==> config.mk <==
export PLATFORM = sky130hd
export DESIGN_NAME = clock_divider_ctrl
export DESIGN_NICKNAME = d
export VERILOG_FILES = /design/src/rtl/clock_divider_pkg.sv /design/src/rtl/clk_edge_detect.sv /design/src/rtl/clock_divider_ctrl.sv
export SDC_FILE = /design/constraint.sdc
export NUM_CORES = 1
export LEC_CHECK = 0
export CAP_MARGIN = 5
export CORE_UTILIZATION = 34
export CTS_BUF_LIST = sky130_fd_sc_hd__clkbuf_8 sky130_fd_sc_hd__clkbuf_16
export DETAILED_ROUTE_END_ITERATION = 8
export PLACE_DENSITY = 0.7
export SYNTH_ARGS = -nofsm -noshare
export SYNTH_HDL_FRONTEND = slang
export SYNTH_HIERARCHICAL = 1
export SYNTH_SLANG_ARGS = --single-unit
==> constraint.sdc <==
create_clock -name clk_in -period 2 [get_ports clk_in]
set_input_delay 0.6 -clock clk_in [delete_from_list [all_inputs] [get_ports clk_in]]
set_output_delay 0.6 -clock clk_in [all_outputs]
set_load 0.005 [all_outputs]
==> src/rtl/clock_divider_pkg.sv <==
// Shared definitions for the clock divider sequencing controller.
// Holds the controller state encoding, default parameter values and a
// small helper used to size the shared timer.
package clock_divider_pkg;

    typedef enum logic [2:0] {
        ST_IDLE     = 3'd0,
        ST_WAIT_LOW = 3'd1,
        ST_APPLY    = 3'd2,
        ST_SETTLE   = 3'd3,
        ST_DONE     = 3'd4
    } state_e;

    localparam int DEF_WIDTH        = 8;
    localparam int DEF_RST_CYCLES   = 2;
    localparam int DEF_SETTLE_EDGES = 2;

    function automatic int max_int(input int a, input int b);
        return (a > b) ? a : b;
    endfunction

endpackage

==> src/rtl/clk_edge_detect.sv <==
// Edge detector for the fed-back divided clock.
// Ports:
//   clk_in - system clock
//   clr    - synchronous clear of the history register (reset or re-arm)
//   sig    - divided clock, already in the clk_in domain
//   rise   - sig went 0 -> 1 relative to the previous cycle
//   fall   - sig went 1 -> 0 relative to the previous cycle
module clk_edge_detect (
    input  logic clk_in,
    input  logic clr,
    input  logic sig,
    output logic rise,
    output logic fall
);

    logic prev;

    always_ff @(posedge clk_in) begin
        if (clr) begin
            prev <= 1'b0;
        end else begin
            prev <= sig;
        end
    end

    assign rise = ~prev & sig;
    assign fall = prev & ~sig;

endmodule

==> src/rtl/clock_divider_ctrl.sv <==
// Sequencing controller sitting between the config/pin interface and the
// clock divider. Accepts a new scale over valid/ready, waits for the divided
// clock's low phase, pulses the divider reset while presenting the new scale,
// then counts output rising edges before reporting completion.
// Ports:
//   clk_in, rst              - system clock, synchronous active-high reset
//   req_valid/req_ready      - request handshake
//   req_scale, req_force     - requested scale; force skips the low-phase wait
//   div_nrst, div_scale      - drive the divider
//   div_clk_out              - divider output fed back (clk_in domain)
//   cur_scale                - scale currently active in the divider
//   busy, done               - not idle / one-cycle completion pulse
//
// state     | meaning
// ----------+-----------------------------------------------------------
// IDLE      | ready for a request
// WAIT_LOW  | waiting for a falling edge of div_clk_out
// APPLY     | divider held in reset with the new scale presented
// SETTLE    | counting rising edges of the restarted divided clock
// DONE      | one-cycle completion pulse
module clock_divider_ctrl
    import clock_divider_pkg::*;
#(
    parameter int WIDTH        = DEF_WIDTH,
    parameter int RST_CYCLES   = DEF_RST_CYCLES,
    parameter int SETTLE_EDGES = DEF_SETTLE_EDGES
) (
    input  logic             clk_in,
    input  logic             rst,
    input  logic             req_valid,
    input  logic [WIDTH-1:0] req_scale,
    input  logic             req_force,
    output logic             req_ready,
    output logic             div_nrst,
    output logic [WIDTH-1:0] div_scale,
    input  logic             div_clk_out,
    output logic [WIDTH-1:0] cur_scale,
    output logic             busy,
    output logic             done
);

    localparam int CNT_MAX = max_int(RST_CYCLES, SETTLE_EDGES);
    localparam int CW      = $clog2(CNT_MAX + 1);

    state_e           state_q, state_d;
    logic [WIDTH-1:0] new_scale_q, new_scale_d;
    logic [WIDTH-1:0] div_scale_q, div_scale_d;
    logic [WIDTH-1:0] cur_scale_q, cur_scale_d;
    logic [CW-1:0]    cnt_q, cnt_d;
    logic             div_nrst_q, div_nrst_d;
    logic             edge_rearm;
    logic             rise, fall;

    clk_edge_detect u_edge (
        .clk_in (clk_in),
        .clr    (rst | edge_rearm),
        .sig    (div_clk_out),
        .rise   (rise),
        .fall   (fall)
    );

    always_ff @(posedge clk_in) begin
        if (rst) begin
            state_q     <= ST_IDLE;
            new_scale_q <= '0;
            div_scale_q <= '0;
            cur_scale_q <= '0;
            cnt_q       <= '0;
            div_nrst_q  <= 1'b0;
        end else begin
            state_q     <= state_d;
            new_scale_q <= new_scale_d;
            div_scale_q <= div_scale_d;
            cur_scale_q <= cur_scale_d;
            cnt_q       <= cnt_d;
            div_nrst_q  <= div_nrst_d;
        end
    end

    always_comb begin
        state_d     = state_q;
        new_scale_d = new_scale_q;
        div_scale_d = div_scale_q;
        cur_scale_d = cur_scale_q;
        cnt_d       = cnt_q;
        edge_rearm  = 1'b0;

        case (state_q)
            ST_IDLE: begin
                if (req_valid) begin
                    new_scale_d = req_scale;
                    if (req_scale == cur_scale_q) begin
                        state_d = ST_DONE;
                    end else if (req_force || (cur_scale_q == '0)) begin
                        // In bypass the fed-back clock is clk_in itself, so
                        // there is no low phase worth waiting for.
                        state_d     = ST_APPLY;
                        div_scale_d = req_scale;
                        cnt_d       = CW'(RST_CYCLES - 1);
                    end else begin
                        state_d = ST_WAIT_LOW;
                    end
                end
            end
            ST_WAIT_LOW: begin
                if (fall) begin
                    state_d     = ST_APPLY;
                    div_scale_d = new_scale_q;
                    cnt_d       = CW'(RST_CYCLES - 1);
                end
            end
            ST_APPLY: begin
                if (cnt_q == '0) begin
                    cur_scale_d = new_scale_q;
                    // Divider output restarts from low; forget the stale level.
                    edge_rearm  = 1'b1;
                    if (new_scale_q == '0) begin
                        state_d = ST_DONE;
                    end else begin
                        state_d = ST_SETTLE;
                        cnt_d   = CW'(SETTLE_EDGES);
                    end
                end else begin
                    cnt_d = cnt_q - CW'(1);
                end
            end
            ST_SETTLE: begin
                if (rise) begin
                    if (cnt_q <= CW'(1)) begin
                        state_d = ST_DONE;
                    end else begin
                        cnt_d = cnt_q - CW'(1);
                    end
                end
            end
            ST_DONE: begin
                state_d = ST_IDLE;
            end
            default: begin
                state_d = ST_IDLE;
            end
        endcase

        // Registered so the divider stays in reset for as long as rst is high.
        div_nrst_d = (state_d != ST_APPLY);
    end

    assign req_ready = (state_q == ST_IDLE) & ~rst;
    assign busy      = (state_q != ST_IDLE);
    assign done      = (state_q == ST_DONE);
    assign div_nrst  = div_nrst_q;
    assign div_scale = div_scale_q;
    assign cur_scale = cur_scale_q;

endmodule

==> summary.md, run 1 <==
| Metric | Value |
|---|---|
| Post-DR vias/cell | `4.980` |
| CTS sink count | `31` |
| Final WL | `4.041 mm` |
| Crit path required time | `2.17 ns` |
| Post-Synth XOR/XNOR Area | `4.239%` |
| Leakage power | `0.9568 nW` |
| Cell at the slowest stage of the critical path | `nor4_4` |
| CP arrival | `2.11 ns` |
| Reg clk slew, reported paths | `0.06 ns` |
| Fin crit share | `97.14%` |
| Critical path class | `in2reg` |
| Number of global-route vias before repair | `1426` |
| First-pass GRT wire length | `6.803 mm` |
| # IOs | `33` |
| Worst R2R End | `div_scale[3]$_SDFFE_PP0P_` |
| Max IR drop VDD | `0.4153 mV` |
| Initial DRC Count | `87` |
| CTS Buf Count | `5` |
| Outcome | `completed` |
| Slew @ Worst Pin | `0.4180 ns` |
| Min Hold Slack | `0.4906 ns` |
| PD cells | `1145 nW/um^2` |
| Startpoint Class | `primary input` |
| Die ar. | `5144 um^2` |
| Total Power | `2.726 mW` |
| Cell Area, Synth | `1653 um^2` |
| Seq/Total Area, Yosys | `37.55%` |
| Slowest stage delay, CP | `0.36 ns` |
| Ys Warns | `6` |
| Critical R2R Launch | `state_q[2]$_SDFF_PP0_` |
| Die height | `71.72 um` |
| Fin util | `50.75%` |
| Endpoint class of the critical path | `flop` |
| Final setup fails | `0` |
| Reg-to-reg slack, setup | `0.12 ns` |
| Worst slew margin | `71.87%` |
| Initial antenna violation count | `0` |
| Tot GR Track Use | `17.14%` |
| Die X | `71.72 um` |
| Largest net degree at the start of global routing | `41` |
| Post-place instance area | `2171 um^2` |
| Initial Utilization | `35.23%` |
| Total core area | `4692 um^2` |
| First-pass DRT Iterations | `5` |
| Crit-path cells | `dlygate4sd2_1, xor2_2, nor4_4, nand2_2, a21oi_4, buf_12, mux2_4` |
| CTS Hold Bufs | `0` |
| Mapped Cells | `192` |
| Rows | `25` |
| PortBufs | `32` |
| Commonest non-fill, non-tap cell in the layout | `nand2_1` |
| Final Cell Area | `2381 um^2` |
| Routed len/inst | `13.38 um` |
| Clk buf depth | `2` |
| Clock Root Buffer | `clkbuf_8` |
| Min-Delay Path Class | `reg2reg` |
| Vias post-DR | `1504` |
| CTS H-Tree Depth | `2` |
| Grt total ovfl | `0` |
| Yosys cell types | `33` |
| N_diodes | `0` |
| Hold Path End | `new_scale_q[6]$_SDFFE_PP0P_` |
| Area Overhead vs Synth | `44.06%` |
| RD Place Congestion | `0.8701` |
| Post-synthesis compound-gate area fraction | `13.47%` |
| Post-synthesis simple-gate area fraction | `26.57%` |
| Mean Syn Cell Area | `8.609 um^2` |
| Combinational family with the most area after synthesis | `simple AND/OR/NAND/NOR gates` |
| CTS tree | `done` |
| ANT nets after route | `0` |
| Hold Crit Start | `new_scale_q[6]$_SDFFE_PP0P_` |
| Final Hold Fails | `0` |
| Hold Path Depth | `2` |
| Max_cap viols | `0` |
| Fmax | `514.7 MHz` |
| Worst Skew | `0.01057 ns` |
| Most frequent cells in the layout | `nand2_1 (35), dfxtp_1 (28), buf_4 (26), a21oi_1 (22), clkdlybuf4s50_1 (19)` |
| Final Max Slew Viols | `0` |
| RSZ-0062 raised after global routing | `true` |
| Syn_nets | `208` |
| Final #Nets | `264` |
| Register bit total from synthesis | `31` |
| Final Critical Period | `1.943 ns` |
| Reg2Reg Depth | `10` |
| Setup ws final | `0.05714 ns` |
| Clock latency on the worst-skew pair | `0.28 ns` |
| Synthesized-area fraction occupied by adder cells | `2.271%` |
| Post-synthesis mux area share | `12.11%` |
| Layout cells sized above 1 | `25.81%` |
| DRC | `0` |
| DP Wirelength | `2.796 mm` |
| Worst-path fanout max | `8` |
| Pre-CTS setup slack | `-0.4447 ns` |
final cells by class:
class                           count  area, um^2
Fill cell                         436        2311
Clock buffer                        6       82.58
Clock inverter                      1       5.005
Timing Repair Buffer               60       539.3
Tap cell                           54       67.56
Inverter                            4       15.01
Multi-Input combinational cell    146        1047
Sequential cell                    31       624.3
sequential cells by signal (all words and copies together), names as in the netlist:
signal and flops:
u_edge/prev 1, cnt_q 2, div_nrst 1, new_scale_q 8
state_q 3, div_scale 8, cur_scale 8
routing by layer:
metal  global-route usage [%]  part of all wire (%)  routed length (um)
met3                    3.094                   3.5                 141
met5                        0                     0                   0
met2                    27.04                    47                1893
met1                    22.92                    48                1949
met4                    7.625                   1.4                  57
through the flow:
stage	std cells	TNS (ns)
CTS	301	0
floorplan	192	0
finish	302	0
global placement	289	-5.435
global route	302	-0.02534
detailed placement	289	-5.499
how the worst max path moves through the flow:
stage	startpoint	depth (start not counted)	to
after global routing	req_scale[1]	7	state_q[0]$_SDFF_PP0_
after global placement	req_scale[1]	6	div_nrst$_SDFF_PP0_
after detailed placement	req_scale[1]	7	div_scale[3]$_SDFFE_PP0P_
after CTS	req_scale[0]	7	div_scale[3]$_SDFFE_PP0P_
after floorplan	req_scale[1]	5	div_scale[0]$_SDFFE_PP0P_
final	req_scale[0]	7	div_scale[3]$_SDFFE_PP0P_
power by group:
group	total (mW)	internal, mW	switching (mW)
registers	0.871	0.755	0.116
clock network	0.500	0.270	0.231
logic	1.35	0.743	0.611
total	2.73	1.77	0.958
synth_stat cells:
cell | n | area [um^2]
ha_1 | 3 | 37.54
inv_1 | 4 | 15.01
a311oi_1 | 2 | 17.52
a21oi_4 | 1 | 16.27
nor2_1 | 10 | 37.54
clkbuf_1 | 6 | 22.52
a311o_1 | 1 | 10.01
nor2_2 | 2 | 12.51
nand3_1 | 3 | 15.01
and3_1 | 1 | 6.260
nand2_2 | 1 | 6.260
a211oi_1 | 1 | 7.510
mux2i_1 | 8 | 80.08
xor2_1 | 8 | 70.07
nor2b_1 | 11 | 68.82
a222oi_1 | 1 | 10.01
nand2_1 | 35 | 131.4
and2_1 | 2 | 12.51
dfxtp_1 | 31 | 620.6
buf_2 | 5 | 25.02
nand4b_1 | 2 | 17.52
nor4_4 | 2 | 42.54
mux2_4 | 8 | 120.1
nor4_1 | 4 | 25.02
nand3b_1 | 1 | 7.510
a21oi_1 | 22 | 110.1
nor3_1 | 6 | 30.03
nand2b_1 | 3 | 18.77
nor3b_1 | 1 | 7.510
a2bb2oi_1 | 1 | 8.760
o31ai_1 | 1 | 7.510
o21ai_0 | 1 | 5.000
o21a_1 | 4 | 30.03
kinds of logic after synthesis:
family,count (synthesis)
buffers and inverters,15
flip-flops,31
AND/OR/NAND/NOR,84
XOR/XNOR,8
multiplexers,16
AO/OA/AOI/OAI,35
adder cells (fa/ha/maj),3
worst max-delay path: cells and delay by family:
| family | cells | cell delay, ns |
|---|---|---|
| AND/OR/NAND/NOR | 2 | 0.48 |
| XOR/XNOR | 1 | 0.16 |
| AO/OA/AOI/OAI | 1 | 0.16 |
| buffers and inverters | 2 | 0.42 |
| multiplexers | 1 | 0.29 |
timing repair:
item                       in CTS  in global routing
setup buffers                   5                  1
resized for setup              25                  9
cloned                          0                  0
pin swaps                       6                  5
setup endpoints to repair      14                 12
No activity file was read; power rests on OpenSTA's default activity.
==> run 2: changes to the inputs <==
--- a/config.mk
+++ b/config.mk
@@ -5,11 +5,12 @@
 export SDC_FILE = /design/constraint.sdc
 export NUM_CORES = 1
 export LEC_CHECK = 0
+export ABC_AREA = 1
 export CAP_MARGIN = 5
 export CORE_UTILIZATION = 34
 export CTS_BUF_LIST = sky130_fd_sc_hd__clkbuf_8 sky130_fd_sc_hd__clkbuf_16
 export DETAILED_ROUTE_END_ITERATION = 8
-export PLACE_DENSITY = 0.7
+export PLACE_DENSITY = 0.69
 export SYNTH_ARGS = -nofsm -noshare
 export SYNTH_HDL_FRONTEND = slang
 export SYNTH_HIERARCHICAL = 1
==> summary.md, run 2 <==
| Metric | Value |
|---|---|
| Vias post-DR | `1629` |
| Post-DR vias/cell | `4.512` |
| Max IR drop VDD | `0.4957 mV` |
| Hold Path End | `div_scale[6]$_SDFFE_PP0P_` |
| Reg2Reg Depth | `9` |
| Routed len/inst | `10.73 um` |
| Number of global-route vias before repair | `1441` |
| Tot GR Track Use | `15.87%` |
| Fin util | `48.61%` |
| Ys Warns | `6` |
| Fin crit share | `98.66%` |
| Ranking of synthesized cells by area | `dfxtp_1 (37%), nand2_1 (11%), a21oi_1 (8.6%)` |
| Cell Area, Synth | `1694 um^2` |
| Non-Filler Instances | `361` |
| Total core area | `4755 um^2` |
| DRC | `0` |
| Final Hold Fails | `0` |
| Synth Flop Type | `dfxtp_1` |
| Startpoint Class | `primary input` |
| CTS tree | `done` |
| Die height | `72.59 um` |
| Initial antenna violation count | `0` |
| Outcome | `completed` |
| Clock Root Buffer | `clkbuf_8` |
| Sequential cell area | `625.6 um^2` |
| Leakage power | `1.038 nW` |
| RSZ-0062 raised after global routing | `false` |
| Worst slew margin | `68.63%` |
| Initial DRC Count | `59` |
| Mapped Cells | `242` |
| Most frequent cells in the layout | `nand2_1 (49), inv_1 (32), a21oi_1 (29), dfxtp_1 (29), clkdlybuf4s50_1 (29)` |
| First-pass DRT Iterations | `4` |
| Clk buf depth | `2` |
| Rows | `25` |
| # IOs | `33` |
| Clock latency on the worst-skew pair | `0.28 ns` |
| ANT nets after route | `0` |
| Endpoint class of the critical path | `output port` |
| Area Overhead vs Synth | `36.41%` |
| Critical R2R Launch | `state_q[0]$_SDFF_PP0_` |
| Worst R2R End | `cnt_q[0]$_SDFFE_PP0P_` |
| PortBufs | `32` |
| Post-synth ARST share | `0%` |
| Fmax | `506.8 MHz` |
| Mean Syn Cell Area | `7.001 um^2` |
| Grt total ovfl | `0` |
| Placed insts | `351` |
| Dominant cell type by area after synthesis | `dfxtp_1` |
| Register bit total from synthesis | `31` |
| Die X | `72.59 um` |
| Hold Path Depth | `2` |
| Final #Nets | `309` |
| Final WL | `3.872 mm` |
| Reg-to-reg slack, setup | `0.40 ns` |
| Critical path class | `in2out` |
| Seq/Total Area, Yosys | `36.63%` |
| Initial Utilization | `35.63%` |
| Commonest non-fill, non-tap cell in the layout | `nand2_1` |
| First-pass GRT wire length | `6.396 mm` |
| Max_cap viols | `0` |
| Die ar. | `5269 um^2` |
| CTS Buf Count | `5` |
| CTS H-Tree Depth | `2` |
| CTS Hold Bufs | `0` |
| Multi-input gate area | `889.6 um^2` |
| Hold Crit Start | `div_scale[6]$_SDFFE_PP0P_` |
| Layout cells sized above 1 | `17.01%` |
| Reg clk slew, reported paths | `0.06 ns` |
| CP arrival | `1.37 ns` |
| Worst-path fanout max | `2` |
| PD cells | `1416 nW/um^2` |
| RD Place Congestion | `0.8386` |
| Final setup fails | `0` |
| N_diodes | `0` |
| CTS sink count | `31` |
| Post-synth top area share | `36.63%` |
| Final Max Slew Viols | `0` |
| Worst Skew | `0.007805 ns` |
| Number of synthesized flops with an enable pin | `0` |
| Min-Delay Path Class | `reg2reg` |
| Slew @ Worst Pin | `0.4700 ns` |
| Final Critical Period | `1.973 ns` |
| DP Wirelength | `2.923 mm` |
| Crit path required time | `1.40 ns` |
| Cell with the most instances after synthesis | `nand2_1` |
| Fillers | `491` |
| Yosys cell types | `26` |
| Syn_nets | `258` |
| Most frequent cells after synthesis | `nand2_1 (49), inv_1 (32), dfxtp_1 (31), a21oi_1 (29), o21ai_0 (24)` |
| Total Power | `3.272 mW` |
| Largest net degree at the start of global routing | `20` |
[run 2: cell types whose count changed in the layout (fill, tap and decap cells not counted), moves of 9 or more]
cell | previous run | this run
inv_1 | 4 | 32
o21ai_0 | 1 | 24
nand2_1 | 35 | 49
nor2_1 | 10 | 23
nand3_1 | 3 | 15
clkdlybuf4s50_1 | 19 | 29
nor2b_1 | 9 | 0
[run 2: timing repair]
item	in CTS	in global routing
gates cloned	0	0
pin swaps	1	1
endpoints found under the setup margin	3	1
buffers inserted	1	1
resized for setup	5	2
[run 2: layout make-up]
cell class / instances / share of cell area, %
Inverter: 35 / 6.010
Tap cell: 67 / 3.627
Clock inverter: 2 / 1.516
Clock buffer: 6 / 3.573
Sequential cell: 31 / 27.07
Timing Repair Buffer: 50 / 19.71
Multi-Input combinational cell: 170 / 38.49
[run 2: metal layers]
metal / up-vias / GRT usage [%] / share of wire [%]
met5: - / 0 / 0
met4: 0 / 5.882 / 2.0
met3: 7 / 5.110 / 4.6
met2: 39 / 24.71 / 44
met1: 708 / 20.50 / 50
li1: 875 / - / -
[run 2: cell families (layout without fill, tap and decap cells)]
| logic type | Yosys count | in the layout | share of synthesized area (%) |
|---|---|---|---|
| AO/OA/AOI/OAI | 58 | 58 | 18.02 |
| AND/OR/NAND/NOR | 105 | 105 | 30.21 |
| buffers and inverters | 41 | 93 | 10.86 |
| adder cells (fa/ha/maj) | 3 | 3 | 2.216 |
| flip-flops | 31 | 31 | 36.63 |
| XOR/XNOR | 4 | 4 | 2.068 |
[run 2: metrics by stage]
step | hold WS, ns | worst slack, ns | TNS, ns | cell area [um^2]
final | 0.4596 | 0.02687 | 0 | 2311
after global routing | 0.4868 | 0.005924 | 0 | 2311
after CTS | 0.4632 | 0.006352 | 0 | 2298
after detailed placement | 0.4534 | -0.2179 | -1.049 | 2171
after global placement | 0.4470 | -0.2120 | -0.8444 | 2171
after floorplan | 0.4497 | 0.4182 | 0 | 1694
[run 2: worst max-delay path by stage]
stage                                startpoint         to
after detailed placement                    rst  req_ready
after floorplan                             rst  req_ready
after global routing                        rst  req_ready
after global placement                      rst  req_ready
final                                       rst  req_ready
after CTS                 state_q[2]$_SDFF_PP0_       busy
[run 2: power by group]
part | internal [mW] | total (mW) | switching, mW
Sequential | 0.827 | 0.972 | 0.145
Clock | 0.403 | 0.641 | 0.238
Combinational | 0.737 | 1.66 | 0.921
Total | 1.97 | 3.27 | 1.30
[run 2: worst max-delay path, stage by stage]
cell and delay (ns):
clkdlybuf4s50_1 0.48, nor2_1 0.05, dlygate4sd2_1 0.25
==> run 3: changes to the inputs <==
--- a/config.mk
+++ b/config.mk
@@ -9,8 +9,9 @@
 export CAP_MARGIN = 5
 export CORE_UTILIZATION = 34
 export CTS_BUF_LIST = sky130_fd_sc_hd__clkbuf_8 sky130_fd_sc_hd__clkbuf_16
+export CTS_CLUSTER_SIZE = 12
 export DETAILED_ROUTE_END_ITERATION = 8
-export PLACE_DENSITY = 0.69
+export PLACE_DENSITY = 0.61
 export SYNTH_ARGS = -nofsm -noshare
 export SYNTH_HDL_FRONTEND = slang
 export SYNTH_HIERARCHICAL = 1
==> constraint.sdc (replaced) <==
create_clock -name clk_in -period 2 [get_ports clk_in]
set_input_delay 0.6 -clock clk_in [delete_from_list [all_inputs] [get_ports clk_in]]
set_output_delay 0.6 -clock clk_in [all_outputs]
set_load 0.1 [all_outputs]
==> summary.md, run 3 (same netlist as run 2, synthesis figures left out) <==
| Metric | Value |
|---|---|
| Outcome | `completed` |
| Sequential cell area | `623.1 um^2` |
| CP arrival | `1.33 ns` |
| Clk buf depth | `2` |
| CTS Hold Bufs | `0` |
| Final #Nets | `306` |
| Post-DR vias/cell | `4.536` |
| PortBufs | `32` |
| Routed len/inst | `10.89 um` |
| Die X | `72.59 um` |
| Final WL | `3.897 mm` |
| Total core area | `4755 um^2` |
| Startpoint Class | `flop` |
| Reg clk slew, reported paths | `0.06 ns` |
| First-pass GRT wire length | `6.568 mm` |
| Die ar. | `5269 um^2` |
| Setup TNS | `0 ns` |
| Worst slew margin | `67.83%` |
| Fillers | `467` |
| Commonest non-fill, non-tap cell in the layout | `nand2_1` |
| Slowest stage delay, CP | `0.35 ns` |
| Reg-to-reg slack, setup | `0.46 ns` |
| Leakage power | `1.113 nW` |
| Met3 WL post-DR | `147 um` |
| Final Cell Area | `2499 um^2` |
| Rows | `25` |
| Initial DRC Count | `51` |
| Tot GR Track Use | `16.23%` |
| N_diodes | `0` |
| CTS H-Tree Depth | `2` |
| DP Wirelength | `3.006 mm` |
| Initial Utilization | `35.63%` |
| Largest net degree at the start of global routing | `20` |
| Critical R2R Launch | `cnt_q[1]$_SDFFE_PP0P_` |
| Final setup fails | `0` |
| Fmax | `519.2 MHz` |
| Uppermost routed layer | `met4` |
| Area Overhead vs Synth | `47.49%` |
| Worst Skew | `0.006813 ns` |
| DRC | `0` |
| Max IR drop VDD | `0.8546 mV` |
| Min-Delay Path Class | `reg2reg` |
| Hold Crit Start | `div_scale[0]$_SDFFE_PP0P_` |
| Slew @ Worst Pin | `0.4820 ns` |
| Wire length on met2 | `1.849 mm` |
| Final Hold Fails | `0` |
| CTS sink count | `31` |
| RSZ-0062 raised after global routing | `false` |
| Final Critical Period | `1.926 ns` |
| First-pass DRT Iterations | `6` |
| Clock latency on the worst-skew pair | `0.28 ns` |
| Die height | `72.59 um` |
| Number of global-route vias before repair | `1445` |
| Vias post-DR | `1624` |
| Endpoint class of the critical path | `output port` |
| Multi-input gate area | `902.1 um^2` |
| Reg2Reg Depth | `9` |
| Max_cap viols | `0` |
| Post-place instance area | `2369 um^2` |
| Final Max Slew Viols | `0` |
| Critical path class | `reg2out` |
| PD cells | `1877 nW/um^2` |
| Worst-path fanout max | `4` |
| Initial antenna violation count | `0` |
| Worst R2R End | `cnt_q[1]$_SDFFE_PP0P_` |
| Most frequent cells in the layout | `nand2_1 (49), inv_1 (31), a21oi_1 (29), dfxtp_1 (29), o21ai_0 (24)` |
| Hold Path Depth | `2` |
| CTS Buf Count | `5` |
| Clock Root Buffer | `clkbuf_8` |
| CTS tree | `done` |
| Layout cells sized above 1 | `24.05%` |
| Grt total ovfl | `0` |
| ANT nets after route | `0` |
| Cell at the slowest stage of the critical path | `dfxtp_2` |
| RD Place Congestion | `0.7998` |
| Crit-path cells | `nor2_4, inv_2, nor2_8, inv_2, nor2_4, buf_12` |
| Min Hold Slack | `0.4994 ns` |
| DRT met1 WL | `1.865 mm` |
| Hold Path End | `div_scale[0]$_SDFFE_PP0P_` |
| Crit path required time | `1.40 ns` |
| # IOs | `33` |
| Fin crit share | `96.31%` |
run 3: critical path: cells and delay by family, from the launching register on:
family                 cells  cell delay, ns
AND/OR/NAND/NOR            3            0.36
buffers and inverters      3            0.33
flip-flops                 1            0.35
run 3: area by class of cell:
class | instances | area share (%)
well taps | 67 | 3.355
clock inverters | 2 | 1.402
repair buffers | 47 | 25.44
multi-input cells | 170 | 36.10
inverters | 35 | 5.458
clock buffers | 6 | 3.305
flip-flops and latches | 31 | 24.94
run 3: through the flow:
stage	total power [mW]	std cells	util, %	setup slack (ns)
3_5_place_dp	4.052	349	49.82	-0.1314
3_3_place_gp	4.032	349	49.82	-0.08807
4_1_cts	4.723	358	52.45	0.005210
2_1_floorplan	3.121	242	-	-0.3436
5_1_grt	4.987	358	52.55	0.005435
6_report	4.691	358	52.55	0.07384
run 3: report_power, final:
part / internal [mW] / total, mW / leakage [nW] / switching [mW]
Clock: 0.403 / 0.635 / 0.0612 / 0.233
Sequential: 0.831 / 1.07 / 0.256 / 0.241
Combinational: 1.02 / 2.98 / 0.796 / 1.97
run 3: per-layer routing:
| metal | vias up | GRT usage, % |
|---|---|---|
| met3 | 4 | 4.144 |
| met5 | - | 0 |
| met4 | 0 | 3.268 |
| met2 | 38 | 26.90 |
| li1 | 875 | - |
| met1 | 707 | 21.39 |
run 3: worst max-delay path by stage:
stage | end | cells past startpoint | from
after floorplan | req_ready | 5 | state_q[2]$_SDFF_PP0_
after global placement | div_scale[7]$_SDFFE_PP0P_ | 9 | req_scale[0]
after detailed placement | div_scale[6]$_SDFFE_PP0P_ | 9 | req_scale[0]
after CTS | req_ready | 3 | rst
after global routing | req_ready | 6 | state_q[1]$_SDFF_PP0_
final | req_ready | 6 | state_q[1]$_SDFF_PP0_
run 3: timing repair:
item                                    CTS  global route
buffers inserted                          1             0
endpoints found under the setup margin    1             1
gates cloned                              0             0
pin swaps                                 1             0
gates resized for setup                   1             3
